## src/rtl/palin_pkg.sv

```systemverilog
// Shared types and constants for the palindrome scan controller.
package palin_pkg;

  typedef enum logic [2:0] {
    ST_IDLE  = 3'd0,
    ST_CLR   = 3'd1,
    ST_SHIFT = 3'd2,
    ST_DRAIN = 3'd3,
    ST_DONE  = 3'd4
  } palin_state_e;

  // Cycles between a bit entering the detector and its Moore output reflecting it
  localparam int DET_LAT = 1;
  localparam int WIN     = 3;

  function automatic int max_hits(input int w);
    return w - WIN + 1;
  endfunction

endpackage

```

## src/rtl/palin_ser_shreg.sv

```systemverilog
// W-bit parallel-load, shift-left register presenting its MSB for serialization.
module palin_ser_shreg
  import palin_pkg::*;
#(
  parameter int W = 8
) (
  input  logic         clk,
  input  logic         rst,
  input  logic         load,
  input  logic         shift,
  input  logic [W-1:0] din,
  output logic         msb
);

  logic [W-1:0] data_r;

  // Load wins over shift; zeros backfill from the LSB
  always_ff @(posedge clk) begin
    if (rst) begin
      data_r <= {W{1'b0}};
    end else if (load) begin
      data_r <= din;
    end else if (shift) begin
      data_r <= {data_r[W-2:0], 1'b0};
    end else begin
      data_r <= data_r;
    end
  end

  assign msb = data_r[W-1];

endmodule

```

## src/rtl/palin_scan_ctrl.sv

```systemverilog
// Serializes a word into an external 3-bit palindrome detector and counts its hits.
module palin_scan_ctrl
  import palin_pkg::*;
#(
  parameter  int W  = 8,
  localparam int CW = $clog2(W)
) (
  input  logic          clk,
  input  logic          rst,
  input  logic          in_valid,
  output logic          in_ready,
  input  logic [W-1:0]  in_word,
  output logic          det_rst,
  output logic          det_bit,
  input  logic          det_out,
  output logic          res_valid,
  input  logic          res_ready,
  output logic [CW-1:0] res_count,
  output logic          res_hit,
  output logic          busy
);

  localparam int IW = $clog2(W);

  palin_state_e  state_r;
  palin_state_e  state_nx_s;
  logic [IW-1:0] bit_idx_r;
  logic [CW-1:0] count_r;
  logic          accept_s;
  logic          last_bit_s;
  logic          count_en_s;
  logic          shreg_msb_s;

  assign accept_s   = (state_r == ST_IDLE) && in_valid;
  assign last_bit_s = (bit_idx_r == IW'(W - 1));

  // Windows only become valid after the detector has seen enough bits
  assign count_en_s = det_out &&
                      (((state_r == ST_SHIFT) && (bit_idx_r >= IW'(DET_LAT))) ||
                       (state_r == ST_DRAIN));

  // Next-state decode
  always_comb begin
    state_nx_s = state_r;
    case (state_r)
      ST_IDLE: begin
        if (in_valid) state_nx_s = ST_CLR;
        else          state_nx_s = ST_IDLE;
      end
      ST_CLR:   state_nx_s = ST_SHIFT;
      ST_SHIFT: begin
        if (last_bit_s) state_nx_s = ST_DRAIN;
        else            state_nx_s = ST_SHIFT;
      end
      ST_DRAIN: state_nx_s = ST_DONE;
      ST_DONE: begin
        if (res_ready) state_nx_s = ST_IDLE;
        else           state_nx_s = ST_DONE;
      end
      default:  state_nx_s = ST_IDLE;
    endcase
  end

  // State register
  always_ff @(posedge clk) begin
    if (rst) state_r <= ST_IDLE;
    else     state_r <= state_nx_s;
  end

  // Bit index within the SHIFT phase
  always_ff @(posedge clk) begin
    if (rst) begin
      bit_idx_r <= {IW{1'b0}};
    end else if (state_r == ST_CLR) begin
      bit_idx_r <= {IW{1'b0}};
    end else if ((state_r == ST_SHIFT) && !last_bit_s) begin
      bit_idx_r <= bit_idx_r + IW'(1);
    end else begin
      bit_idx_r <= bit_idx_r;
    end
  end

  // Hit counter; cannot exceed W-2 so no saturation is needed
  always_ff @(posedge clk) begin
    if (rst) begin
      count_r <= {CW{1'b0}};
    end else if (accept_s) begin
      count_r <= {CW{1'b0}};
    end else if (count_en_s) begin
      count_r <= count_r + CW'(1);
    end else begin
      count_r <= count_r;
    end
  end

  palin_ser_shreg #(.W(W)) u_shreg (
    .clk   (clk),
    .rst   (rst),
    .load  (accept_s),
    .shift (state_r == ST_SHIFT),
    .din   (in_word),
    .msb   (shreg_msb_s)
  );

  assign in_ready  = (state_r == ST_IDLE);
  assign busy      = (state_r != ST_IDLE);
  assign res_valid = (state_r == ST_DONE);
  assign res_count = count_r;
  assign res_hit   = (count_r != {CW{1'b0}});
  assign det_bit   = (state_r == ST_SHIFT) && shreg_msb_s;
  assign det_rst   = rst || (state_r == ST_CLR);

endmodule

```

## config.mk

```make
export PLATFORM = sky130hd
export DESIGN_NAME = palin_scan_ctrl
export DESIGN_NICKNAME = d
export VERILOG_FILES = /design/src/rtl/palin_pkg.sv /design/src/rtl/palin_ser_shreg.sv /design/src/rtl/palin_scan_ctrl.sv
export SDC_FILE = /design/constraint.sdc
export NUM_CORES = 1
export LEC_CHECK = 0
export ABC_AREA = 1
export CORE_AREA = 10 10 57 59
export CTS_CLUSTER_DIAMETER = 60
export DETAILED_ROUTE_END_ITERATION = 10
export DIE_AREA = 0 0 67 69
export GPL_TIMING_DRIVEN = 1
export PLACE_DENSITY = 0.74
export SLEW_MARGIN = 30
export SYNTH_ARGS = -nofsm -noshare
export SYNTH_HDL_FRONTEND = slang
export SYNTH_SLANG_ARGS = --single-unit
```

## constraint.sdc

```tcl
create_clock -name clk -period 1.6 [get_ports clk]
set_input_delay 0.32 -clock clk [delete_from_list [all_inputs] [get_ports clk]]
set_output_delay 0.32 -clock clk [all_outputs]
set_load 0.01 [all_outputs]
```

==> impl_metrics.env <==
export IMPL_relSlewSlack=0.8593
export IMPL_critical_path_cell_chain="nor2_4 > inv_2 > nor2_4 > dlygate4sd2_1"
export IMPL_cts_tree="built"
export IMPL_nFillCells=217
export IMPL_slowest_stage="dfxtp_4"
export IMPL_path_common_cell="nor2_4"
export IMPL_yosysUniqueCellTypes=18
export IMPL_path_class="flip-flop to output port"
export IMPL_routedWlPerCell_um=11.68
export IMPL_worstPathRequired_ns=1.28
export IMPL_power_density_nw_per_um2=736.7
export IMPL_rsz0062_at_grt="true"
export IMPL_yosys_top_cells_area="dfxtp_1 34%, nand2_1 12%, nand4_1 10%, inv_1 7.9%, a21oi_1 7.6%"
export IMPL_seq_area_frac_synth=0.3426
export IMPL_dr_wl_met3_um=86
export IMPL_pre_cts_ws_ns=-0.2145
export IMPL_finalSetupViolations=0
export IMPL_clock_path_buffers=2
export IMPL_num_vias=1005
export IMPL_placed_area_um2=1265
export IMPL_postRouteAntennaNets=0
export IMPL_min_period_over_period=0.9710
export IMPL_row_count=17
export IMPL_hpwl_mm=1.770
export IMPL_timing_fmax_mhz=643.6
export IMPL_crit_path_end_kind="output port"
export IMPL_grt_usage=0.09812
export IMPL_coreArea_um2=2148
export IMPL_ir_drop_mv=0.5754
export IMPL_ys_warn_count=0
export IMPL_dr_wl_met2_mm=1.235
export IMPL_met1Wirelength_um=992
export IMPL_r2r_start="bit_idx_r[0]$_SDFFE_PP0P_"
export IMPL_syn_area_um2=993.5
export IMPL_p_leak_uw=0.0005904
export IMPL_fin_util=0.5981
export IMPL_cp_max_fo=5
export IMPL_drc=0
export IMPL_critical_path_n_buffers_inverters=2
export IMPL_final_hold_violation_count=0
export IMPL_clk_latency_ns=0.29
export IMPL_register_area_um2=346.6
export IMPL_grt_start_max_net_pins=18
export IMPL_syn_num_nets=161
export IMPL_synthCells=143
export IMPL_startpoint="state_r[1]$_SDFF_PP0_"
export IMPL_cts_clk_slew_worst_paths_ns=0.10
export IMPL_drt_pass1_iterations=4
export IMPL_drv_slew=0
export IMPL_tightestPinTransition_ns=0.2110
export IMPL_dieArea_um2=4623
export IMPL_cts_sinks=17
export IMPL_syn_area_per_cell_um2=6.947
export IMPL_numCtsBuffers=3
export IMPL_via_per_inst=5.050
export IMPL_synth_top_area_share=0.3426
export IMPL_grt_pass1_wl_mm=3.822
export IMPL_antenna_found_initial=0
export IMPL_drive_gt1_frac=0.1579
export IMPL_initial_core_util=0.4624
export IMPL_die_h_um=69
export IMPL_outcome="complete, no violations"
export IMPL_whs_ns=0.4898
export IMPL_final_min_clock_period_ns=1.554
export IMPL_cap_violations=0
export IMPL_multi_input_area_um2=515.5
export IMPL_cts_setup_buffers=0
export IMPL_start_kind="flip-flop"
export IMPL_min_from="res_count[1]$_SDFFE_PP0P_"
export IMPL_grt_pass1_vias=958
export IMPL_h_tree_depth=1
export IMPL_routed_wirelength_mm=2.325
export IMPL_slowest_delay_ns=0.38
export IMPL_cts_root_buf="clkbuf_4"
export IMPL_synth_ff_latch_count=17
export IMPL_overflow=0
export IMPL_num_io_pins=22
export IMPL_hold_path_class="flip-flop to flip-flop"
export IMPL_synth_area_leader_cell="dfxtp_1"
export IMPL_cpLargestDelayFamily="flip-flops"
export IMPL_io_buffer_count=21
export IMPL_design_area_um2=1285
export IMPL_diodes=0
export IMPL_routed_top_layer="met4"
export IMPL_gp_congestion=0.7795
export IMPL_die_w_um=67
export IMPL_final_common_cell="nand2_1"
export IMPL_tns_ns=0
export IMPL_final_nets=190
export IMPL_final_cell_mix="31 x nand2_1, 21 x inv_1, 16 x nand4_1"
export IMPL_crit_arrival_ns=1.23
export IMPL_syn2layout_area_growth_pct=29.34
export IMPL_finalClockSkew_ns=0.003823
export IMPL_setup_slack_ns=0.04633
export IMPL_drt_iter0_markers=37
## worst paths after layout
check                                                  to  slack, ns  cells after the start
worst max-delay path                             in_ready       0.05                      4
worst min-delay path            res_count[1]$_SDFFE_PP0P_       0.49                      2
worst max register to register  bit_idx_r[2]$_SDFFE_PP0P_       0.28                      6
worst min register to register  res_count[1]$_SDFFE_PP0P_       0.49                      2
## repair_timing
| item | 4_1_cts | 5_1_grt |
|---|---|---|
| setup endpoints to repair | 7 | 6 |
| hold buffers | 0 | 0 |
| gates resized for setup | 11 | 9 |
## routing by layer
metal | vias up | global-route usage
li1 | 526 | -
met1 | 457 | 0.1036
met2 | 20 | 0.1768
met3 | 2 | 0.02899
met4 | 0 | 0.02941
met5 | - | 0
## registers in the layout (all words and copies together) (netlist names)
name,count
bit_idx_r,3
res_count,3
state_r,3
u_shreg.data_r,8
## logic make-up (layout without fill, tap and decap cells)
kind of cell	after synthesis	in the layout	share of synthesized area
flops	17	17	0.3426
buf+inv	31	59	0.1436
fa+ha+maj	5	5	0.06297
simple gates	73	73	0.3615
compound gates	17	17	0.08942
## area by class of cell
cell class | count | share of cell area
inverter | 23 | 0.06719
timing repair buffer | 32 | 0.2142
clock buffer | 4 | 0.02045
tap | 28 | 0.02726
multi-input combinational | 95 | 0.4012
sequential | 17 | 0.2697
## power by group
group | internal (uW) | switching [uW]
combinational | 108 | 127
clock | 97.1 | 140
sequential | 454 | 20.7
total | 659 | 288
## Yosys cell counts, drive strengths merged
cell type and n:
clkbuf 1, ha 5, a21oi 16, nand2 31, nand4 16, inv 23, o21ai 1, nor2 10
dfxtp 17, nand3 16, buf 7
## worst register-to-register path, delay by kind of cell (launching register included)
kind	cells	cell delay, ns
adders and majority gates	2	0.41
and+or+nand+nor	2	0.19
buffers and inverters	1	0.06
AOI/OAI and AO/OA	1	0.19
DFF	1	0.35
## stage by stage
step | instances | total power (uW)
after floorplan | 143 | 631.1
after global placement | 195 | 717.2
after detailed placement | 195 | 722.9
after CTS | 199 | 946.8
after global routing | 199 | 1006
final | 199 | 946.7
(Power assumes the default switching activity.)
==> variant 1 (same settings) <==
Re-encode `palin_state_e` (5 states) as one-hot, 5 bits wide.
--- a/src/rtl/palin_pkg.sv
+++ b/src/rtl/palin_pkg.sv
@@ -1,12 +1,12 @@
 // Shared types and constants for the palindrome scan controller.
 package palin_pkg;
 
-  typedef enum logic [2:0] {
-    ST_IDLE  = 3'd0,
-    ST_CLR   = 3'd1,
-    ST_SHIFT = 3'd2,
-    ST_DRAIN = 3'd3,
-    ST_DONE  = 3'd4
+  typedef enum logic [4:0] {
+    ST_IDLE  = 5'b00001,
+    ST_CLR   = 5'b00010,
+    ST_SHIFT = 5'b00100,
+    ST_DRAIN = 5'b01000,
+    ST_DONE  = 5'b10000
   } palin_state_e;
 
   // Cycles between a bit entering the detector and its Moore output reflecting it
Check against the original RTL: no difference found for any inputs over 10 cycles, from zero or initial values and one cycle with rst high; not proved beyond that.
==> variant 1 against the unedited design <==
Sequential cell count rose by 2. Setup slack improved by 0.0067 ns. First-iteration DRC count fell by 30%. Combinational power fell by 7%. Sequential power rose by 7.4%. Synthesized area rose by 2.0%. Total power rose by 2.1%. Design area rose by 11%. Cell count rose by 5.5%. Wire length barely moved.
==> variant 1: results (changes against the unedited design) <==
| Metric | Value |
|---|---|
| Synth Area in XOR/XNOR | `0.864% (+0.86 points)` |
| Switching Power | `0.000271 W (-5.9%)` |
| WL met2 | `1.16 mm (-6.0%)` |
| Number of post-CTS setup repair buffers | `1 (+1)` |
| Avg Cell Area, Syn | `7.24 sq um (+4.2%)` |
| Seq/Total Area, Yosys | `37.5% (+3.3 points)` |
| Clk pwr share | `24.8% (-0.3 points)` |
| Layout Cells excl Fill | `210 (+5.5%)` |
| Via count | `970 (-3.5%)` |
| Post-synthesis compound-gate area fraction | `10.1% (+1.2 points)` |
| Leak | `0.700 nW (+19%)` |
| Final GP Congestion | `0.777 (-0.36%)` |
| Largest net degree at the start of global routing | `12 (-6)` |
| GRT Resource Usage Total | `10.1% (+0.28 points)` |
| First-pass GRT wire length | `3.94 mm (+3.1%)` |
| # nets final | `201 (+5.8%)` |
| Setup Skew | `0.00337 ns (-0.000456 ns)` |
| Status | `finished, final reports clean` |
| Top cells by area, synth | `dfxtp_1 (38%), nand2_1 (17%), inv_1 (6.7%)` |
| R2R cell count | `8 (+2)` |
| Sequential share of power | `52.6% (+2.5 points)` |
| Resized cells post-CTS | `23 (+12)` |
| Synth Area in Adders | `6.17% (-0.12 points)` |
| Metal3 WL | `161 um (+87%)` |
| Peak supply drop | `570 uV (-0.97%)` |
| Commonest cells post-synth | `nand2_1 (46), dfxtp_1 (19), inv_1 (18)` |
| Drt wl/cell | `11.1 um (-5.3%)` |
| Slowest stage cell, crit path | `dfxtp_2` |
| Headroom to the max-slew limit | `86.0% (+0.087 points)` |
| R2R setup slack | `0.21 ns (-0.07 ns)` |
==> variant 1: worst paths after layout <==
| path | startpoint | end |
|---|---|---|
| worst max-delay path | state_r[3]$_SDFF_PP0_ | det_rst |
| worst min-delay path | u_shreg.data_r[0]$_SDFFE_PP0P_ | u_shreg.data_r[0]$_SDFFE_PP0P_ |
| worst max register to register | state_r[1]$_SDFF_PP0_ | bit_idx_r[0]$_SDFFE_PP0P_ |
| worst min register to register | u_shreg.data_r[0]$_SDFFE_PP0P_ | u_shreg.data_r[0]$_SDFFE_PP0P_ |
==> variant 1: layout make-up <==
type,instances,area (sq um)
clock buffers,3,22.5
clock inverters,1,5.00
fillers,180,723
inverters,22,82.6
multi-input cells,99,573
flip-flops and latches,19,393
well taps,28,35.0
repair buffers,38,314
==> variant 1: worst max-delay path, delay by kind of cell (launching register included) <==
family	cells	cell delay [ns]
and+or+nand+nor	3	0.31
DFF	1	0.36
buffers and inverters	2	0.26
==> variant 2 (same settings) <==
Without the edit above. `W` is set to 8 in 2 places; all go to 4.
--- a/src/rtl/palin_ser_shreg.sv
+++ b/src/rtl/palin_ser_shreg.sv
@@ -2,7 +2,7 @@
 module palin_ser_shreg
   import palin_pkg::*;
 #(
-  parameter int W = 8
+  parameter int W = 4
 ) (
   input  logic         clk,
   input  logic         rst,
--- a/src/rtl/palin_scan_ctrl.sv
+++ b/src/rtl/palin_scan_ctrl.sv
@@ -2,7 +2,7 @@
 module palin_scan_ctrl
   import palin_pkg::*;
 #(
-  parameter  int W  = 8,
+  parameter  int W  = 4,
   localparam int CW = $clog2(W)
 ) (
   input  logic          clk,
Interface: changed (resized in_word and res_count); port bits go from 22 to 17. No check against the original RTL was run, so the function may have changed too.
==> variant 2 against the unedited design <==
Total power is 35% lower. Synthesized area shrank 44%. Maximum frequency grew 2.4%. Global-route usage is 4.0 points lower. Wire length is 44% lower. Highest routed layer unchanged. Largest cell class unchanged. Critical endpoint is now det_rst. Sequential share of layout area is 0.80 points higher. Clock power decreased by 21%. Setup slack better by 0.036 ns. Sequential power is 36% lower. Register-to-register slack improved by 0.14 ns. Sequential cell count is 6 lower. Design area decreased by 38%.
==> variant 2: results (changes against the unedited design) <==
| Metric | Value |
|---|---|
| Top cells by area, synth | `dfxtp_1 (40%), nand2_1 (16%), inv_1 (12%)` |
| Worst Path Max Fanout | `3 (-2)` |
| Placed cells | `129 (-34%)` |
| Inverter count | `18 (-22%)` |
| Headroom to the max-slew limit | `80.6% (-5.3 points)` |
| GRT Resource Usage Total | `5.82% (-4.0 points)` |
| FF-to-FF Start | `state_r[2]$_SDFF_PP0_` |
| Clock Latency Late Sink | `0.27 ns (-0.02 ns)` |
| Final GP Congestion | `0.723 (-7.2%)` |
| Switching Power | `0.000166 W (-42%)` |
| Internal power component | `0.000445 W (-32%)` |
| First-pass GRT wire length | `2.24 mm (-41%)` |
| Commonest cells post-synth | `nand2_1 (23), inv_1 (17), dfxtp_1 (11)` |
| Status | `finished, final reports clean` |
| Seq pwr | `0.000302 W (-36%)` |
| Slowest stage cell, crit path | `clkdlybuf4s50_1` |
| Fill cell count | `232 (+6.9%)` |
| Largest net degree at the start of global routing | `8 (-10)` |
| Peak supply drop | `430 uV (-25%)` |
| Post-synthesis compound-gate area fraction | `9.50% (+0.56 points)` |
| Vias in the first global route | `555 (-42%)` |
| Worst path top cell family by delay | `buffers and inverters` |
| Fin area | `802 sq um (-38%)` |
| Via count | `555 (-45%)` |
| Layout cells sized above 1 | `14.3% (-1.5 points)` |
| Data buffer area share | `22.2% (+0.73 points)` |
## variant 2: cell count changes after synthesis, sizes merged, moves of 6 or more
cell,delta
nand4,-16
a21oi,-8
nand3,-8
buf,-7
dfxtp,-6
nor2,-6
## variant 2: worst register-to-register path, stage by stage (launching register included)
cell	delay, ns
dfxtp_1	0.33
nor2_2	0.15
nand2_1	0.08
buf_4	0.14
inv_2	0.09
nand2_2	0.07
o21bai_1	0.14
a21oi_1	0.06
## variant 2: final timing paths
check | end | slack, ns | cells after the start
hold / removal | u_shreg.data_r[0]$_SDFFE_PP0P_ | 0.46 | 2
setup / recovery | det_rst | 0.08 | 4
hold reg to reg | u_shreg.data_r[0]$_SDFFE_PP0P_ | 0.46 | 2
setup reg to reg | bit_idx_r[1]$_SDFFE_PP0P_ | 0.42 | 7
## variant 2: layer usage
layer,vias up,track usage (%),routed length (um)
li1,296,-,-
met1,239,6.57,595
met2,18,9.31,579
met3,2,2.58,120
met4,0,2.04,16
met5,-,0,0
